**src/rtl/qdr_user_port.sv**
```systemverilog
// Request/response adapter between a 4-beat user port and a QDRII controller user interface.
// Optional stat_wr_cnt/stat_rd_cnt counters are built when QDR_USER_PORT_STATS_EN is defined.
module qdr_user_port #(
  parameter int unsigned MEM_ADDR_WIDTH  = 19,
  parameter int unsigned MEM_WIDTH       = 36,
  parameter int unsigned MEM_BW_WIDTH    = 4,
  parameter int unsigned MAX_OUTSTANDING = 8
) (
  input  logic                        memclk,
  input  logic                        memreset,
  input  logic                        cal_done,
  input  logic                        req_valid,
  output logic                        req_ready,
  input  logic                        req_wr,
  input  logic [MEM_ADDR_WIDTH-1:0]   req_addr,
  input  logic [4*MEM_WIDTH-1:0]      req_data,
  input  logic [4*MEM_BW_WIDTH-1:0]   req_bw_n,
  output logic                        rsp_valid,
  output logic [4*MEM_WIDTH-1:0]      rsp_data,
  output logic                        err_unexpected,
`ifdef QDR_USER_PORT_STATS_EN
  output logic [31:0]                 stat_wr_cnt,
  output logic [31:0]                 stat_rd_cnt,
`endif
  output logic                        user_ad_w_n,
  output logic                        user_d_w_n,
  output logic [MEM_ADDR_WIDTH-1:0]   user_ad_wr,
  output logic [2*MEM_BW_WIDTH-1:0]   user_bw_n,
  output logic [2*MEM_WIDTH-1:0]      user_dw,
  output logic                        user_r_n,
  output logic [MEM_ADDR_WIDTH-1:0]   user_ad_rd,
  input  logic                        user_wr_full,
  input  logic                        user_rd_full,
  input  logic [2*MEM_WIDTH-1:0]      user_qr,
  input  logic                        user_qr_valid
);

  localparam int unsigned DW = 2 * MEM_WIDTH;
  localparam int unsigned BW = 2 * MEM_BW_WIDTH;
  localparam logic [3:0] MaxOut = 4'(MAX_OUTSTANDING);

  localparam logic [1:0] StInit = 2'd0;
  localparam logic [1:0] StIdle = 2'd1;
  localparam logic [1:0] StWr2  = 2'd2;

  logic [1:0]    state_q;
  logic [3:0]    outstanding_q;
  logic          beat_q;
  logic [DW-1:0] wr_lo_q;
  logic [BW-1:0] bw_lo_q;

  logic wr_acc, rd_acc, first_beat, second_beat, unexpected;

  always_comb begin
    req_ready   = (state_q == StIdle) & cal_done & ~user_wr_full & ~user_rd_full &
                  (outstanding_q < MaxOut);
    wr_acc      = req_valid & req_ready & req_wr;
    rd_acc      = req_valid & req_ready & ~req_wr;
    // A first beat is only legal while a read is in flight.
    first_beat  = user_qr_valid & ~beat_q & (outstanding_q != 4'd0);
    second_beat = user_qr_valid & beat_q;
    unexpected  = user_qr_valid & ~beat_q & (outstanding_q == 4'd0);
  end

  always_ff @(posedge memclk or posedge memreset) begin
    if (memreset) begin
      state_q <= StInit;
    end else begin
      case (state_q)
        StInit:  if (cal_done) state_q <= StIdle;
        StIdle:  begin
          if (wr_acc)         state_q <= StWr2;
          else if (!cal_done) state_q <= StInit;
        end
        StWr2:   state_q <= cal_done ? StIdle : StInit;
        default: state_q <= StInit;
      endcase
    end
  end

  always_ff @(posedge memclk or posedge memreset) begin
    if (memreset) begin
      user_ad_w_n <= 1'b1;
      user_d_w_n  <= 1'b1;
      user_r_n    <= 1'b1;
      user_ad_wr  <= '0;
      user_ad_rd  <= '0;
      user_dw     <= '0;
      user_bw_n   <= '1;
      wr_lo_q     <= '0;
      bw_lo_q     <= '1;
    end else begin
      user_ad_w_n <= 1'b1;
      user_d_w_n  <= 1'b1;
      user_r_n    <= 1'b1;
      if (state_q == StWr2) begin
        user_d_w_n <= 1'b0;
        user_dw    <= wr_lo_q;
        user_bw_n  <= bw_lo_q;
      end
      if (wr_acc) begin
        user_ad_w_n <= 1'b0;
        user_d_w_n  <= 1'b0;
        user_ad_wr  <= req_addr;
        user_dw     <= req_data[4*MEM_WIDTH-1 -: DW];
        user_bw_n   <= req_bw_n[4*MEM_BW_WIDTH-1 -: BW];
        wr_lo_q     <= req_data[DW-1:0];
        bw_lo_q     <= req_bw_n[BW-1:0];
      end
      if (rd_acc) begin
        user_r_n   <= 1'b0;
        user_ad_rd <= req_addr;
      end
    end
  end

  always_ff @(posedge memclk or posedge memreset) begin
    if (memreset) begin
      beat_q         <= 1'b0;
      rsp_valid      <= 1'b0;
      rsp_data       <= '0;
      err_unexpected <= 1'b0;
      outstanding_q  <= 4'd0;
    end else begin
      rsp_valid <= second_beat;
      if (first_beat) begin
        rsp_data[4*MEM_WIDTH-1 -: DW] <= user_qr;
        beat_q <= 1'b1;
      end
      if (second_beat) begin
        rsp_data[DW-1:0] <= user_qr;
        beat_q <= 1'b0;
      end
      if (unexpected) err_unexpected <= 1'b1;
      // Simultaneous issue and completion cancel out.
      if (rd_acc && !second_beat && outstanding_q < MaxOut) begin
        outstanding_q <= outstanding_q + 4'd1;
      end else if (second_beat && !rd_acc && outstanding_q != 4'd0) begin
        outstanding_q <= outstanding_q - 4'd1;
      end
    end
  end

`ifdef QDR_USER_PORT_STATS_EN
  always_ff @(posedge memclk or posedge memreset) begin
    if (memreset) begin
      stat_wr_cnt <= 32'd0;
      stat_rd_cnt <= 32'd0;
    end else begin
      if (wr_acc)      stat_wr_cnt <= stat_wr_cnt + 32'd1;
      if (second_beat) stat_rd_cnt <= stat_rd_cnt + 32'd1;
    end
  end
`endif

endmodule

```
**config.mk**
```make
export PLATFORM = sky130hd
export DESIGN_NAME = qdr_user_port
export DESIGN_NICKNAME = d
export VERILOG_FILES = /design/src/rtl/qdr_user_port.sv
export SDC_FILE = /design/constraint.sdc
export NUM_CORES = 1
export LEC_CHECK = 0
export CAP_MARGIN = 5
export CORE_AREA = 2 2 204 206
export CTS_CLUSTER_DIAMETER = 80
export DETAILED_ROUTE_END_ITERATION = 8
export DIE_AREA = 0 0 206 208
export PLACE_DENSITY = 0.7
export SLEW_MARGIN = 40
export SYNTH_ARGS = -nofsm -noshare
export SYNTH_HDL_FRONTEND = slang
export SYNTH_SLANG_ARGS = --single-unit
```
**constraint.sdc**
```tcl
create_clock -name memclk -period 16.6 [get_ports memclk]
set_input_delay 4.15 -clock memclk [delete_from_list [all_inputs] [get_ports memclk]]
set_output_delay 4.15 -clock memclk [all_outputs]
set_load 0.05 [all_outputs]
```
==> impl_results.md <==
- Final hold vios: 0
- Clk sinks: 354
- Area Growth Syn to Fin: 51.5%
- Crit path largest cell delay: 0.85 ns
- Residual DRC count: 0
- ANT cells: 0
- Largest family of logic cells by synthesized area: multiplexers
- Placer Congestion: 0.779
- Top cell type's share of synthesized area: 0.601
- CTS tree: built
- Routed met3 length: 4.03 mm
- Routed WL: 40.7 mm
- H-tree Lvls: 2
- Max cap viols: 0
- Nets: 1929
- Number of fill cells: 3554
- Hold slack: 0.452 ns
- Total I/O pin count: 527
- Most common cell after layout, fill and taps aside: clkdlybuf4s50_1
- Synth Area in XOR/XNOR: 0.00126
- Area of the multi-input gates: 4770 sq um
- CTS clk-pin slew, worst paths: 0.05 ns
- Met1 Wirelength: 15.8 mm
- Largest net degree at the start of global routing: 142
- Run status: finished clean
- Arrival time worst endpoint: 5.88 ns
- Pwr Density: 199 nW/um^2
- Clock latency at the later pin of the worst-skew pair: 0.55 ns
- Crit-path leading delay family: buffers and inverters
- Vias in the first global route: 10700
- Storage cell area: 8880 sq um
- Post-synthesis mux area share: 0.193
- Post-synthesis cell area: 14000 sq um
- Yosys Warn Count: 0
- Total track usage: 0.187
- Crit path top cell by count: clkdlybuf4s50_1
- Starting density of the core: 0.344
- Share of cells above drive strength 1: 0.162
- FF+latch count, synth: 354
- CTS Root Cell: clkbuf_16
- Avg WL per Cell: 18.2 um
- DP HPWL: 28.4 mm
- Antenna violations before repair: 1
- Fin crit period: 10.03 ns
- Synth Area in Adders: 0.00323
- Dpl cell area: 19700 sq um
- Worst Setup Start Kind: input port
- Router iterations before antenna repair: 5
- Vias/cell: 4.67
- Final period util: 0.604
- Core ar.: 40600 sq um
- Final instance area: 21100 sq um
- Pleak: 9.12 nW
- Length of routed met2 wiring: 19.8 mm
- Finish-stage setup viols: 0
- Final worst setup slack: 6.57 ns
- Final Skew: 0.0207 ns
- Final Max Slew Viols: 0
- # rows: 74
- Ranking of synthesized cells by area: dfrtp_1 (60%), mux2_2 (13%), nand2_1 (10%)
- WS Path Type: input port to primary output
- Port bufs: 526
- Most frequent cells in the layout: clkdlybuf4s50_1 (526), nand2_1 (378), dfrtp_1 (335)
- First-pass GRT wire length: 62.0 mm
- Count of cell types in the netlist: 35
- Die height: 208 um
- Relative slew slack: 0.446
- Total gr overflow: 0
- Post-Synth Simple-Gate Area: 0.109
- Unrepaired setup endpoints after global routing: no
- Die Area: 42800 sq um
- Max Freq: 99.7 MHz
- Post-synthesis compound-gate area fraction: 0.0331
- Post-Syn Instances: 1156
- Critical Path, Cell by Cell: clkdlybuf4s50_1 -> nand2b_1 -> nor4_1 -> clkdlybuf4s50_1
- Iter 0 DRT Violations: 598
- Die width: 206 um
- Setup slack at placement: 6.57 ns
- Via count: 10400
- CP max FO: 4
- Seq/Total Area, Yosys: 0.636
- Syn avg cell area: 12.1 sq um
- Maximum VDD drop: 0.186 mV
- Util after Layout: 0.521
- Slew at the pin closest to its max-slew limit: 0.823 ns
- Hold buffers post-CTS: 0
- Cts bufs inserted: 41
- CP Buf/Inv Count: 2
- Type of the worst min-delay path: flop to flop
- Syn nets: 1418
- Cts repair resizes: 0
- Max Used Layer: met5
- TNS Setup: 0 ns
- Setup bufs post-CTS: 0
- Cell taking the most area after synthesis: dfrtp_1
- Worst-case clock buffer depth: 3
- Required @ worst endpoint: 12.45 ns
- Setup crit end kind: primary output
- Slowest CP cell: clkdlybuf4s50_1
- Final ANT Viol Nets: 0
state kept, by name, indices dropped and copies added (netlist names), 2 cells and up:
name / cells
bw_lo_q: 8
outstanding_q: 4
rsp_data: 144
state_q: 2
user_ad_rd: 19
user_ad_wr: 19
user_bw_n: 8
user_dw: 72
wr_lo_q: 72
final cells by class:
type | instances | area share
Inverter | 5 | 0.00166
Sequential cell | 354 | 0.420
Clock inverter | 19 | 0.0106
Clock buffer | 57 | 0.0572
Multi-Input combinational cell | 730 | 0.226
Timing Repair Buffer | 535 | 0.253
Tap cell | 532 | 0.0315
power breakdown:
part / leakage (nW) / switching, W / internal (W) / total, W
clock network: 0.714 / 0.000369 / 0.000576 / 0.000945
logic: 3.99 / 0.00123 / 0.000702 / 0.00193
registers: 4.42 / 0.000164 / 0.00117 / 0.00133
Yosys cell counts:
master,count
fa_1,1
o32a_1,1
nand2_1,379
nor4_1,2
and2_1,1
mux2i_4,1
mux2_4,2
buf_4,1
dfstp_2,19
buf_1,3
a31o_2,1
buf_2,33
buf_6,3
mux2_2,163
a21bo_2,1
nand2b_1,3
a21o_1,1
inv_1,4
clkbuf_1,27
nor3b_1,1
nand4b_1,1
xor2_1,1
xnor2_1,1
o21bai_1,1
inv_2,1
o21ai_0,81
o211ai_1,1
nand4bb_4,1
dfrtp_1,335
a21oi_1,1
nor2_1,1
mux2i_1,80
nor3_1,1
or4_4,1
ha_1,2
worst reg2reg max path: cells and delay by family (launching register included):
family                 cells  cell delay, ns
buffers and inverters      3            2.15
AO/OA/AOI/OAI              1            0.09
flip-flops                 1            0.48
AND/OR/NAND/NOR            2            0.47
multiplexers               1            0.27
per-stage QoR:
stage / std cells / power, W
after floorplan: 1156 / 0.00257
after global placement: 2156 / 0.00325
after detailed placement: 2156 / 0.00328
after CTS: 2232 / 0.00425
after global routing: 2232 / 0.00440
final: 2232 / 0.00421
kinds of logic (layout without fill, tap and decap cells):
| group | count (synthesis) | count (layout) |
|---|---|---|
| XOR/XNOR | 2 | 2 |
| AO/OA/AOI/OAI | 88 | 88 |
| multiplexers | 246 | 246 |
| buffers and inverters | 72 | 616 |
| adder cells (fa/ha/maj) | 3 | 3 |
| AND/OR/NAND/NOR | 391 | 391 |
| flip-flops | 354 | 354 |
worst paths after layout:
check	start	to	slack [ns]	cells past startpoint
min reg2reg	bw_lo_q[2]	bw_lo_q[2]	0.45	2
min	bw_lo_q[2]	bw_lo_q[2]	0.45	2
max	cal_done	req_ready	6.57	4
max in group asynchronous	memreset	user_dw[3]	10.65	4
max reg2reg	outstanding_q[3]	user_dw[71]	12.99	7
min in group asynchronous	memreset	rsp_data[87]	4.16	2
routing by layer:
metal / up-vias / GRT usage
li1: 4861 / -
met1: 5106 / 0.221
met4: 2 / 0.0680
met2: 376 / 0.308
met5: - / 0
met3: 71 / 0.0691
No activity file was read; power rests on OpenSTA's default activity.
